$ cat config.mk
export PLATFORM = sky130hd
export DESIGN_NAME = fetch_stage
export DESIGN_NICKNAME = d
export VERILOG_FILES = /design/src/rtl/fetch_stage_pkg.sv /design/src/rtl/fetch_stage_sat_counter.sv /design/src/rtl/fetch_stage.sv
export SDC_FILE = /design/constraint.sdc
export NUM_CORES = 1
export LEC_CHECK = 0
export ABC_AREA = 1
export ABC_CLOCK_PERIOD_IN_PS = 1700
export CORE_UTILIZATION = 35
export CTS_BUF_LIST = sky130_fd_sc_hd__clkbuf_8
export CTS_CLUSTER_SIZE = 28
export DETAILED_ROUTE_END_ITERATION = 16
export PLACE_DENSITY = 0.77
export SYNTH_ARGS = -nofsm -noshare
export SYNTH_HDL_FRONTEND = slang
export SYNTH_SLANG_ARGS = --single-unit
$ cat constraint.sdc
create_clock -name clk -period 1.7 [get_ports clk]
set_clock_uncertainty 0.1 [all_clocks]
set_input_delay 0.255 -clock clk [delete_from_list [all_inputs] [get_ports clk]]
set_output_delay 0.255 -clock clk [all_outputs]
set_load 0.01 [all_outputs]
$ cat src/rtl/fetch_stage_pkg.sv
// rtl/fetch_stage_pkg.sv - shared pipeline constants and next-PC select encoding
package fetch_stage_pkg;

  localparam int PC_W    = 8;
  localparam int INSTR_W = 32;

  localparam logic [PC_W-1:0]    RESET_PC  = '0;
  localparam logic [INSTR_W-1:0] NOP_INSTR = '0;

  // Next-PC source, listed from highest to lowest priority
  typedef enum logic [2:0] {
    SEL_RESET,
    SEL_BRANCH,
    SEL_JUMP,
    SEL_HOLD,
    SEL_SEQ
  } pc_sel_e;

endpackage

$ cat src/rtl/fetch_stage_sat_counter.sv
// rtl/fetch_stage_sat_counter.sv - saturating event counter for fetch statistics
module sat_counter #(
  parameter int W = 16
) (
  input  logic         clk,
  input  logic         rst,
  input  logic         inc,
  output logic [W-1:0] count
);

  // Count up on inc and stick at all-ones rather than wrapping
  always_ff @(posedge clk or negedge rst) begin
    if (!rst) begin
      count <= '0;
    end else if (inc && (count != '1)) begin
      count <= count + 1'b1;
    end
  end

endmodule

$ cat src/rtl/fetch_stage.sv
// rtl/fetch_stage.sv - instruction fetch stage: PC, next-PC select, imem address, stats
module fetch_stage #(
  parameter int                  PC_W     = fetch_stage_pkg::PC_W,
  parameter int                  INSTR_W  = fetch_stage_pkg::INSTR_W,
  parameter logic [PC_W-1:0]     RESET_PC = fetch_stage_pkg::RESET_PC,
  parameter int                  CNT_W    = 16
) (
  input  logic               clk,
  input  logic               rst,
  input  logic               Write_PC,
  input  logic               branch_taken,
  input  logic [PC_W-1:0]    branch_target,
  input  logic               jump,
  input  logic [PC_W-1:0]    jump_target,
  output logic [PC_W-1:0]    imem_addr,
  input  logic [INSTR_W-1:0] imem_rdata,
  output logic [PC_W-1:0]    PCPlus1,
  output logic [INSTR_W-1:0] instruction,
  output logic               flush_IF,
  output logic [PC_W-1:0]    pc,
  output logic [CNT_W-1:0]   fetch_cnt,
  output logic [CNT_W-1:0]   stall_cnt,
  output logic [CNT_W-1:0]   redirect_cnt
);

  import fetch_stage_pkg::*;

  logic            primed;
  pc_sel_e         pc_sel;
  logic [PC_W-1:0] pc_next;

  // Pick the next-PC source; redirects beat a stall since the stalled slot is wrong-path
  always_comb begin
    pc_sel = SEL_SEQ;
    if (!primed) begin
      pc_sel = SEL_RESET;
    end else if (branch_taken) begin
      pc_sel = SEL_BRANCH;
    end else if (jump) begin
      pc_sel = SEL_JUMP;
    end else if (!Write_PC) begin
      pc_sel = SEL_HOLD;
    end
  end

  // Next-PC mux; sequential increment wraps at PC_W bits
  always_comb begin
    pc_next = pc + 1'b1;
    case (pc_sel)
      SEL_RESET:  pc_next = RESET_PC;
      SEL_BRANCH: pc_next = branch_target;
      SEL_JUMP:   pc_next = jump_target;
      SEL_HOLD:   pc_next = pc;
      default:    pc_next = pc + 1'b1;
    endcase
  end

  // PC register and the priming flag that masks the first, not-yet-valid read
  always_ff @(posedge clk or negedge rst) begin
    if (!rst) begin
      pc     <= RESET_PC;
      primed <= 1'b0;
    end else begin
      pc     <= pc_next;
      primed <= 1'b1;
    end
  end

  // Memory is addressed with pc_next so its registered read lines up with pc
  assign imem_addr   = pc_next;
  assign instruction = primed ? imem_rdata : INSTR_W'(NOP_INSTR);
  assign PCPlus1     = pc + 1'b1;
  assign flush_IF    = branch_taken | jump;

  sat_counter #(.W(CNT_W)) u_fetch_cnt (
    .clk   (clk),
    .rst   (rst),
    .inc   (primed && (pc_sel == SEL_SEQ)),
    .count (fetch_cnt)
  );

  sat_counter #(.W(CNT_W)) u_stall_cnt (
    .clk   (clk),
    .rst   (rst),
    .inc   (primed && (pc_sel == SEL_HOLD)),
    .count (stall_cnt)
  );

  sat_counter #(.W(CNT_W)) u_redirect_cnt (
    .clk   (clk),
    .rst   (rst),
    .inc   (primed && ((pc_sel == SEL_BRANCH) || (pc_sel == SEL_JUMP))),
    .count (redirect_cnt)
  );

endmodule
==> flow_summary.html, run 1 <==
<table>
<tr><th>Metric</th><th>Value</th></tr>
<tr><th colspan="2">STA</th></tr>
<tr><td>Setup slack after layout</td><td>-0.2951 ns</td></tr>
<tr><td>Pins Over Slew Limit</td><td>0</td></tr>
<tr><td>Count of final setup violators</td><td>19</td></tr>
<tr><td>Number of hold-slack violations in the final timing report</td><td>0</td></tr>
<tr><td>Time the final worst path needs with I/O delays and setup</td><td>1.995 ns</td></tr>
<tr><td>Timing-limited maximum frequency</td><td>0.5012 GHz</td></tr>
<tr><td>Setup repair after global routing missed its margin</td><td>true</td></tr>
<tr><td>Ratio of final minimum period to clock period</td><td>1.174</td></tr>
<tr><th colspan="2">Global route</th></tr>
<tr><td>Via count of the first global-routing pass</td><td>4,572</td></tr>
<tr><td>Pin count of the biggest net entering global routing</td><td>58</td></tr>
<tr><td>Antenna violations before repair</td><td>0</td></tr>
<tr><td>Overall routing resource usage</td><td>0.2442</td></tr>
<tr><td>Wire length of the first global-routing pass</td><td>21,740 µm</td></tr>
<tr><td>Overflow left after global routing</td><td>0</td></tr>
<tr><th colspan="2">Clock network</th></tr>
<tr><td>Clock tree from TritonCTS</td><td>done</td></tr>
<tr><td>Buffer levels on the longest clock path</td><td>2</td></tr>
<tr><td>Number of clock buffers inserted by TritonCTS</td><td>9</td></tr>
<tr><td>Clock-pin slew on the worst setup and hold paths</td><td>0.07 ns</td></tr>
<tr><td>H-tree Lvls</td><td>3</td></tr>
<tr><td>Cell at the root of the clock tree</td><td>clkbuf_8</td></tr>
<tr><td>Clock Sink Count</td><td>57</td></tr>
<tr><td>Skew-Pair Late Insertion Delay</td><td>0.33 ns</td></tr>
<tr><th colspan="2">Worst setup path</th></tr>
<tr><td>Slowest cell on the critical path</td><td>dfrtp_2</td></tr>
<tr><td>Element type at the critical path end</td><td>output port</td></tr>
<tr><td>Bufs and invs on worst path</td><td>2</td></tr>
<tr><td>Worst endpoint data arrival time</td><td>1.64 ns</td></tr>
<tr><td>Endpoint of the lowest-slack register-to-register path</td><td>pc[7]</td></tr>
<tr><td>Kind of start point of the critical path</td><td>flop</td></tr>
<tr><td>Type of the setup path with the least slack</td><td>reg -&gt; out</td></tr>
<tr><td>Reg2Reg Setup Slack</td><td>-0.22 ns</td></tr>
<tr><td>Largest stage delay on the critical path</td><td>0.45 ns</td></tr>
<tr><td>Startpoint of the most critical register-to-register path</td><td>pc[1]</td></tr>
<tr><td>Largest fanout of any net on the critical path</td><td>3</td></tr>
<tr><td>Data required time at the worst endpoint</td><td>1.34 ns</td></tr>
<tr><td>Family of cells with the greatest summed delay on the critical path</td><td>flip-flops</td></tr>
<tr><td>Length in cells of the worst reg-to-reg path</td><td>13</td></tr>
<tr><td>Critical path cell sequence</td><td>ha_4 &gt; nand3_4 &gt; buf_6 &gt; xor2_2 &gt; nand2_1 &gt; nand2_2 &gt; buf_6</td></tr>
<tr><td>Dominant cell type by count on the critical path</td><td>buf_6</td></tr>
<tr><th colspan="2">Power</th></tr>
<tr><td>Net Sw Frac</td><td>0.3272</td></tr>
<tr><td>Max VDD drop</td><td>0.5593 mV</td></tr>
<tr><td>Leakage Power</td><td>0.003646 µW</td></tr>
<tr><td>Cell Int Power</td><td>3184 µW</td></tr>
<tr><td>Flop pwr share</td><td>0.361</td></tr>
<tr><td>Power per standard cell area</td><td>684.0 nW/µm²</td></tr>
<tr><td>Part of the power in the clock network</td><td>0.270</td></tr>
<tr><td>Sum of internal, switching and leakage power</td><td>4733 µW</td></tr>
<tr><td>Combinational share of power</td><td>0.369</td></tr>
<tr><td>Switching Power</td><td>1548 µW</td></tr>
<tr><th colspan="2">Synthesis</th></tr>
<tr><td>Async SR Flop Fraction</td><td>1.000</td></tr>
<tr><td>Most instantiated flip-flop cell in the synthesis netlist</td><td>dfrtp_1</td></tr>
<tr><td>Avg Cell Area, Syn</td><td>6.489 µm²</td></tr>
<tr><td>Count of synthesis-stage warnings from yosys</td><td>0</td></tr>
<tr><td>Gate count after technology mapping</td><td>581</td></tr>
<tr><td>Syn Nets</td><td>638</td></tr>
<tr><td>Register bit total from synthesis</td><td>57</td></tr>
<tr><td>Proportion of synthesized chip area in sequential cells</td><td>0.3784</td></tr>
<tr><td>Netlist cell types</td><td>26</td></tr>
<tr><td>Total standard cell area after synthesis</td><td>3770 µm²</td></tr>
<tr><td>Post-synth EDFFs</td><td>0</td></tr>
<tr><th colspan="2">Run status</th></tr>
<tr><td>Status</td><td>complete, but fails checks</td></tr>
<tr><td>Violated checks</td><td>negative setup slack</td></tr>
<tr><th colspan="2">Floorplan</th></tr>
<tr><td>Area of the placeable core</td><td>10,370 µm²</td></tr>
<tr><td>Die outline height</td><td>105.8 µm</td></tr>
<tr><td>Number of ports placed on the die boundary</td><td>158</td></tr>
<tr><td>Die outline area</td><td>11,190 µm²</td></tr>
<tr><td>Horizontal extent of the die</td><td>105.8 µm</td></tr>
<tr><td>Num rows</td><td>37</td></tr>
<tr><td>Initial cell density of the core</td><td>0.3635</td></tr>
<tr><th colspan="2">Route</th></tr>
<tr><td>Iteration-0 DRC count of the detailed router</td><td>209</td></tr>
<tr><td>Length of the first detailed-routing pass in iterations</td><td>5</td></tr>
<tr><td>Post-detailed-route wirelength per cell</td><td>14.44 µm</td></tr>
<tr><td>Vias per cell</td><td>4.832</td></tr>
<tr><td>Count of unresolved DRC violations after routing</td><td>0</td></tr>
<tr><td>Routed WL</td><td>14,300 µm</td></tr>
<tr><td>Via count</td><td>4,784</td></tr>
<tr><td>Residual antenna-violating net count after detailed routing</td><td>0</td></tr>
<tr><th colspan="2">Placement</th></tr>
<tr><td>Gp weighted congestion</td><td>0.8468</td></tr>
<tr><td>Port bufs</td><td>157</td></tr>
<tr><td>Pre-CTS setup slack</td><td>-0.6609 ns</td></tr>
<tr><td>HPWL after detailed placement</td><td>9225 µm</td></tr>
<tr><th colspan="2">Finish</th></tr>
<tr><td>Share of post-route cells with drive strength above 1</td><td>0.3396</td></tr>
<tr><td>Fin nets</td><td>907</td></tr>
<tr><td>Number of antenna cells inserted</td><td>0</td></tr>
<tr><td>Synthesis-to-layout area growth</td><td>83.54%</td></tr>
<tr><th colspan="2">Run</th></tr>
<tr><td>Max-capacitance violation count</td><td>0</td></tr>
<tr><th colspan="2">Min path</th></tr>
<tr><td>Tightest Hold Check Type</td><td>in -&gt; async</td></tr>
</table>
## how the worst max path moves through the flow
| stage | start | to | depth (start not counted) |
|---|---|---|---|
| after CTS | pc[1] | imem_addr[6] | 7 |
| after detailed placement | branch_taken | imem_addr[7] | 9 |
| after global placement | Write_PC | imem_addr[6] | 7 |
| after global routing | pc[0] | imem_addr[2] | 6 |
| after floorplan | u_stall_cnt.count[0] | u_stall_cnt.count[13] | 9 |
| final | pc[0] | imem_addr[4] | 7 |
## tightest hold or removal path, stage by stage
cell and delay, ns:
dlygate4sd3_1 0.52, buf_2 0.12, buf_12 0.29
## layout by cell type, fill, tap and decap left out, drive strengths merged, types with 3 or more instances in the layout
cell type | Yosys | final
o21ai | 27 | 28
clkdlybuf4s50 | 0 | 69
clkinv | 1 | 3
dlymetal6s2s | 0 | 7
inv | 74 | 75
clkbuf | 4 | 11
xor2 | 16 | 16
nor2 | 59 | 59
dlygate4sd2 | 0 | 31
clkdlybuf4s15 | 0 | 3
nand3 | 31 | 31
a21oi | 5 | 5
nand2 | 265 | 265
nand4 | 14 | 14
dfrtp | 57 | 57
xnor2 | 12 | 12
ha | 4 | 4
buf | 8 | 158
## Yosys cell counts (4+ instances only)
library cell,count,area (µm²)
nand2_1,261,979.7
a21oi_1,5,25.02
clkbuf_1,4,15.01
nand4_1,14,87.58
nand3_1,31,155.2
buf_2,6,30.03
dfrtp_1,57,1426
nor2_1,55,206.5
o21ai_0,24,120.1
xor2_1,16,140.1
inv_1,74,277.8
xnor2_1,12,105.1
ha_1,4,50.05
## cells by family after synthesis
group,share of synthesized area
adders and majority gates,0.01328
xor gates and xnor gates,0.06505
AOI/OAI and AO/OA,0.04979
buffers and inverters,0.09160
other,0.0009947
and+or+nand+nor,0.4009
DFF,0.3784
## per-stage QoR
| step | util | area [µm²] | instances | TNS [ns] | hold WS [ns] |
|---|---|---|---|---|---|
| 3_3_place_gp | 0.5750 | 5963 | 926 | -12.23 | 0.1856 |
| 2_1_floorplan | - | 3772 | 581 | 0 | -0.1406 |
| 5_1_grt | 0.6672 | 6919 | 990 | -5.452 | 0.3725 |
| 3_5_place_dp | 0.5750 | 5963 | 926 | -15.95 | 0.1813 |
| 6_report | 0.6672 | 6919 | 990 | -3.430 | 0.3516 |
| 4_1_cts | 0.6261 | 6492 | 982 | -4.271 | 0.3640 |
## power by group through the flow
stage / Clock, µW / Sequential (µW) / Combinational (µW)
after floorplan: 0 / 1810 / 498
after global placement: 0 / 1710 / 1530
after detailed placement: 0 / 1720 / 1560
after CTS: 1300 / 1700 / 1620
after global routing: 1370 / 1740 / 1890
final: 1280 / 1710 / 1750
## registers in the layout (all words and copies together) (netlist names)
name and cells:
pc 8, primed 1, u_fetch_cnt.count 16, u_redirect_cnt.count 16
u_stall_cnt.count 16
## metal layers
metal,routed length (µm),global-route usage
met5,0,0
met4,597,0.1052
met1,5489,0.2959
met3,899,0.04329
met2,7313,0.4234
## layout make-up
| cell class | count | area, µm² |
|---|---|---|
| tap | 136 | 170.2 |
| sequential | 57 | 1443 |
| multi-input combinational | 438 | 2362 |
| fill | 822 | 3451 |
| timing repair buffer | 269 | 2462 |
| clock buffer | 11 | 151.4 |
| inverter | 75 | 286.5 |
| clock inverter | 4 | 43.79 |
## timing repair
item | in CTS | in global routing
buffers inserted | 40 | 13
endpoints found under the setup margin | 88 | 95
endpoints found under the hold margin | 57 | 0
cloned | 2 | 3
hold buffers | 1 | 0
gates resized for setup | 291 | 128
pin swaps | 18 | 17
(Power assumes the default switching activity.)
==> run 2, diff against run 1 <==
Settings changed: ABC_AREA 1 to 0, CORE_MARGIN set to 2, CTS_CLUSTER_DIAMETER set to 30, PLACE_DENSITY 0.77 to 0.8.
==> run 2 against run 1 <==
  * The run still ends with negative setup slack left
  * Worst setup slack got worse by 0.28 ns
  * Synthesized cell count is 41% lower
  * Combinational power fell by 6%
  * Critical path type unchanged
  * Largest cell class unchanged
  * Largest power group is now sequential cells
==> flow_summary.html, run 2 <==
<table>
<tr><th>Metric</th><th>Value</th></tr>
<tr><th colspan="2">Power</th></tr>
<tr><td>Max VDD drop</td><td>0.3288 mV (-41%)</td></tr>
<tr><td>Power per standard cell area</td><td>722.4 nW/µm² (+5.6%)</td></tr>
<tr><td>Leakage Power</td><td>0.003217 µW (-12%)</td></tr>
<tr><th colspan="2">Clock network</th></tr>
<tr><td>Skew-Pair Late Insertion Delay</td><td>0.34 ns (about the same)</td></tr>
<tr><td>Buffer levels on the longest clock path</td><td>2 (unchanged)</td></tr>
<tr><td>Clock Sink Count</td><td>57 (unchanged)</td></tr>
<tr><td>H-tree Lvls</td><td>3 (unchanged)</td></tr>
<tr><td>Clock-pin slew on the worst setup and hold paths</td><td>0.07 ns (about the same)</td></tr>
<tr><td>Cell at the root of the clock tree</td><td>clkbuf_8</td></tr>
<tr><td>Clock tree from TritonCTS</td><td>done</td></tr>
<tr><td>Number of clock buffers inserted by TritonCTS</td><td>9 (unchanged)</td></tr>
<tr><th colspan="2">STA</th></tr>
<tr><td>Sum of negative setup slack</td><td>-8.180 ns (-4.750 ns)</td></tr>
<tr><td>Ratio of final minimum period to clock period</td><td>1.338 (+0.1642)</td></tr>
<tr><td>Worst hold slack</td><td>0.3365 ns (-0.01504 ns)</td></tr>
<tr><td>Setup slack after layout</td><td>-0.5743 ns (-0.2792 ns)</td></tr>
<tr><td>Actual transition at the worst max-transition pin</td><td>0.4989 ns</td></tr>
<tr><td>Number of hold-slack violations in the final timing report</td><td>0 (unchanged)</td></tr>
<tr><td>Count of final setup violators</td><td>52 (+33)</td></tr>
<tr><td>Pins Over Slew Limit</td><td>0 (unchanged)</td></tr>
<tr><td>Time the final worst path needs with I/O delays and setup</td><td>2.274 ns (+0.2792 ns)</td></tr>
<tr><td>Setup repair after global routing missed its margin</td><td>true</td></tr>
<tr><td>Worst slew margin relative to its limit</td><td>0.6652</td></tr>
<tr><td>Timing-limited maximum frequency</td><td>0.4397 GHz (-12%)</td></tr>
<tr><th colspan="2">Synthesis</th></tr>
<tr><td>Post-synth EDFFs</td><td>0 (unchanged)</td></tr>
<tr><td>Avg Cell Area, Syn</td><td>9.670 µm² (+49%)</td></tr>
<tr><td>Syn Nets</td><td>400 (-37%)</td></tr>
<tr><td>XOR/XNOR Fraction of Synth Area</td><td>0.1347 (+0.06961)</td></tr>
<tr><td>Proportion of synthesized chip area in sequential cells</td><td>0.4300 (+0.05167)</td></tr>
<tr><td>Dominant cell by count in the synthesized netlist</td><td>dfrtp_1</td></tr>
<tr><td>Total standard cell area after synthesis</td><td>3317 µm² (-12%)</td></tr>
<tr><td>Top cell type's share of synthesized area</td><td>0.4300 (+0.05167)</td></tr>
<tr><td>Multiplexer area fraction after synthesis</td><td>0.01924 (+0.01924)</td></tr>
<tr><td>Netlist cell types</td><td>49 (+88%)</td></tr>
<tr><td>Post-synthesis compound-gate area fraction</td><td>0.08601 (+0.03622)</td></tr>
<tr><td>Dominant cells by area after synthesis</td><td>dfrtp_1, xor2_1, and2_1</td></tr>
<tr><td>Main combinational cell family by area after synthesis</td><td>simple AND/OR/NAND/NOR gates</td></tr>
<tr><td>Most instantiated flip-flop cell in the synthesis netlist</td><td>dfrtp_1</td></tr>
<tr><td>Gate count after technology mapping</td><td>343 (-41%)</td></tr>
<tr><td>Dominant cell type by area after synthesis</td><td>dfrtp_1</td></tr>
<tr><td>Fraction of the mapped netlist area in simple logic gates</td><td>0.2825 (-0.1184)</td></tr>
<tr><td>Count of synthesis-stage warnings from yosys</td><td>0 (unchanged)</td></tr>
<tr><td>Register bit total from synthesis</td><td>57 (unchanged)</td></tr>
<tr><td>Area share of fa/ha/maj cells after synthesis</td><td>0.01509 (+0.001813)</td></tr>
<tr><td>Async SR Flop Fraction</td><td>1.000 (unchanged)</td></tr>
<tr><td>Most used standard cells in the synthesized netlist</td><td>dfrtp_1, and2_1, nand2_1, xor2_1, xnor2_1</td></tr>
<tr><th colspan="2">Finish</th></tr>
<tr><td>Synthesis-to-layout area growth</td><td>89.44%</td></tr>
<tr><td>Top Registers</td><td>u_fetch_cnt.count x16, u_redirect_cnt.count x16, u_stall_cnt.count x16</td></tr>
<tr><td>Commonest non-fill, non-tap cell in the layout</td><td>buf_4</td></tr>
<tr><td>Share of post-route cells with drive strength above 1</td><td>0.3941 (+0.05451)</td></tr>
<tr><td>Leading cell types in the layout, fill and taps excluded</td><td>buf_4, clkdlybuf4s50_1, dfrtp_1</td></tr>
<tr><td>Fillers</td><td>686 (-17%)</td></tr>
<tr><td>Fin nets</td><td>661 (-27%)</td></tr>
<tr><td>Number of antenna cells inserted</td><td>0 (unchanged)</td></tr>
<tr><th colspan="2">Route</th></tr>
<tr><td>Post-detailed-route wirelength per cell</td><td>16.38 µm (+13%)</td></tr>
<tr><td>Via count</td><td>3,751 (-22%)</td></tr>
<tr><td>Routed WL</td><td>11,790 µm (-18%)</td></tr>
<tr><td>Length of the first detailed-routing pass in iterations</td><td>4 (-1)</td></tr>
<tr><td>Residual antenna-violating net count after detailed routing</td><td>0 (unchanged)</td></tr>
<tr><td>Vias per cell</td><td>5.210 (+7.8%)</td></tr>
<tr><td>Count of unresolved DRC violations after routing</td><td>0 (unchanged)</td></tr>
<tr><td>Iteration-0 DRC count of the detailed router</td><td>129 (-38%)</td></tr>
<tr><th colspan="2">Global route</th></tr>
<tr><td>Pin count of the biggest net entering global routing</td><td>58 (unchanged)</td></tr>
<tr><td>Overall routing resource usage</td><td>0.2217 (-0.02246)</td></tr>
<tr><td>Met2 demand-to-capacity share in global routing</td><td>0.4157 (-0.007746)</td></tr>
<tr><td>Antenna violations before repair</td><td>0 (unchanged)</td></tr>
<tr><td>GRT Max-Usage Layer</td><td>met2</td></tr>
<tr><td>GR met1 Demand/Resource</td><td>0.2473 (-0.04864)</td></tr>
<tr><td>Overflow left after global routing</td><td>0 (unchanged)</td></tr>
<tr><td>Met3 Usage GRT</td><td>0.03865 (-0.004643)</td></tr>
<tr><td>Wire length of the first global-routing pass</td><td>18,040 µm (-17%)</td></tr>
<tr><td>Via count of the first global-routing pass</td><td>3,852 (-16%)</td></tr>
<tr><th colspan="2">Floorplan</th></tr>
<tr><td>Area of the placeable core</td><td>9196 µm² (-11%)</td></tr>
<tr><td>Num rows</td><td>35 (-5.4%)</td></tr>
<tr><td>Die outline area</td><td>10,270 µm² (-8.2%)</td></tr>
<tr><td>Horizontal extent of the die</td><td>101.4 µm (-4.2%)</td></tr>
<tr><td>Initial cell density of the core</td><td>0.3607 (-0.002857)</td></tr>
<tr><td>Number of ports placed on the die boundary</td><td>158 (unchanged)</td></tr>
<tr><td>Die outline height</td><td>101.4 µm (-4.2%)</td></tr>
<tr><th colspan="2">Run status</th></tr>
<tr><td>Status</td><td>complete, but fails checks</td></tr>
<tr><td>Violated checks</td><td>negative setup slack</td></tr>
<tr><th colspan="2">Worst setup path</th></tr>
<tr><td>Largest stage delay on the critical path</td><td>0.44 ns (about the same)</td></tr>
<tr><td>Critical path cell sequence</td><td>ha_4 &gt; nand4_1 &gt; buf_4 &gt; nor3_1 &gt; or3b_4 &gt; a32o_2 &gt; buf_6</td></tr>
<tr><td>Worst endpoint data arrival time</td><td>1.92 ns (+0.28 ns)</td></tr>
<tr><td>Slowest cell on the critical path</td><td>dfrtp_2</td></tr>
<tr><td>Type of the setup path with the least slack</td><td>reg -&gt; out</td></tr>
<tr><td>Family of cells with the greatest summed delay on the critical path</td><td>simple AND/OR/NAND/NOR gates</td></tr>
<tr><td>Element type at the critical path end</td><td>output port</td></tr>
<tr><td>Largest fanout of any net on the critical path</td><td>2 (-1)</td></tr>
<tr><td>Length in cells of the worst reg-to-reg path</td><td>6 (-7)</td></tr>
<tr><td>Count of cell instances traversed by the critical path</td><td>7 (unchanged)</td></tr>
<tr><td>Data required time at the worst endpoint</td><td>1.34 ns (about the same)</td></tr>
<tr><td>Kind of start point of the critical path</td><td>flop</td></tr>
<tr><td>Bufs and invs on worst path</td><td>2 (unchanged)</td></tr>
<tr><th colspan="2">Placement</th></tr>
<tr><td>Port bufs</td><td>157 (unchanged)</td></tr>
<tr><td>HPWL after detailed placement</td><td>7892 µm (-14%)</td></tr>
<tr><td>Gp weighted congestion</td><td>0.9093 (+7.4%)</td></tr>
<tr><th colspan="2">Min path</th></tr>
<tr><td>Tightest Hold Check Type</td><td>in -&gt; async</td></tr>
<tr><th colspan="2">Run</th></tr>
<tr><td>Max-capacitance violation count</td><td>0 (unchanged)</td></tr>
</table>
run 2: cell types whose count changed in the layout (fill, tap and decap cells not counted), sizes merged, moves of 8 or more:
cell,previous run,this run
nand2,265,26
inv,75,11
nor2,59,11
and2,0,35
o21ai,28,8
buf,158,139
a21oi,5,21
nand3,31,17
clkdlybuf4s15,3,16
xnor2,12,25
nor3,1,11
xor2,16,26
and3,0,8
run 2: metrics by stage:
step | power, µW | instances | worst slack [ns] | cell area, µm² | utilization
floorplan | 2295 | 343 | -0.2283 | 3408 | -
global placement | 3238 | 664 | -0.7887 | 5559 | 0.6045
detailed placement | 3294 | 664 | -0.8515 | 5559 | 0.6045
CTS | 4490 | 706 | -0.5847 | 5974 | 0.6497
global route | 4777 | 720 | -0.6276 | 6284 | 0.6833
finish | 4539 | 720 | -0.5743 | 6284 | 0.6833
run 2: repair_timing:
item                                    4_1_cts  5_1_grt
buffers inserted                             25       17
gates resized for setup                     240       47
hold buffers                                  1        0
gates cloned                                  1        0
endpoints found under the setup margin      110       94
endpoints found under the hold margin        57        0
pin swaps                                    20       23
run 2: kinds of logic (layout without fill, tap and decap cells):
family,after synthesis,in the layout
buf+inv,25,291
compound gates,46,46
fa+ha+maj,4,4
other cells,1,1
mux,6,6
xor+xnor,51,51
flops,57,57
simple gates,153,153
run 2: where the power goes:
part / switching [µW] / internal, µW / total, µW
Combinational: 722 / 922 / 1640
Clock: 585 / 600 / 1190
Sequential: 169 / 1540 / 1710
run 2: per-layer routing:
layer,share of wire,vias to the layer above
met4,0.021,0
met5,0,-
li1,-,1740
met1,0.39,1825
met3,0.053,25
met2,0.54,161
run 2: final timing paths:
path	startpoint	endpoint	slack [ns]
min reg2reg	u_redirect_cnt.count[13]	u_redirect_cnt.count[13]	0.39
max in group asynchronous	rst	u_redirect_cnt.count[2]	0.84
max reg2reg	primed	u_stall_cnt.count[12]	-0.26
min in group clk	Write_PC	pc[0]	0.39
max	pc[0]	imem_addr[6]	-0.57
min	rst	pc[1]	0.34
run 2: worst reg2reg max path: stages (launching register included):
cell and delay, ns:
dfrtp_1 0.38, buf_6 0.13, or4b_4 0.54, nor4_4 0.33, buf_4 0.18, a31oi_2 0.08, a21oi_1 0.13
run 2: cell type report:
class	instances	area, µm²	share of cell area
Inverter	11	41.29	0.006571
Sequential cell	57	1443	0.2296
Timing Repair Buffer	264	2333	0.3714
Clock inverter	5	30.03	0.004779
Multi-Input combinational cell	261	2146	0.3415
Tap cell	111	138.9	0.02210
Clock buffer	11	151.4	0.02409
==> run 3, diff against run 2 <==
Settings changed: ABC_AREA 0 to unset.
==> results of run 3 <==
The final DEF is identical to that of run 2; final timing and power are the same.
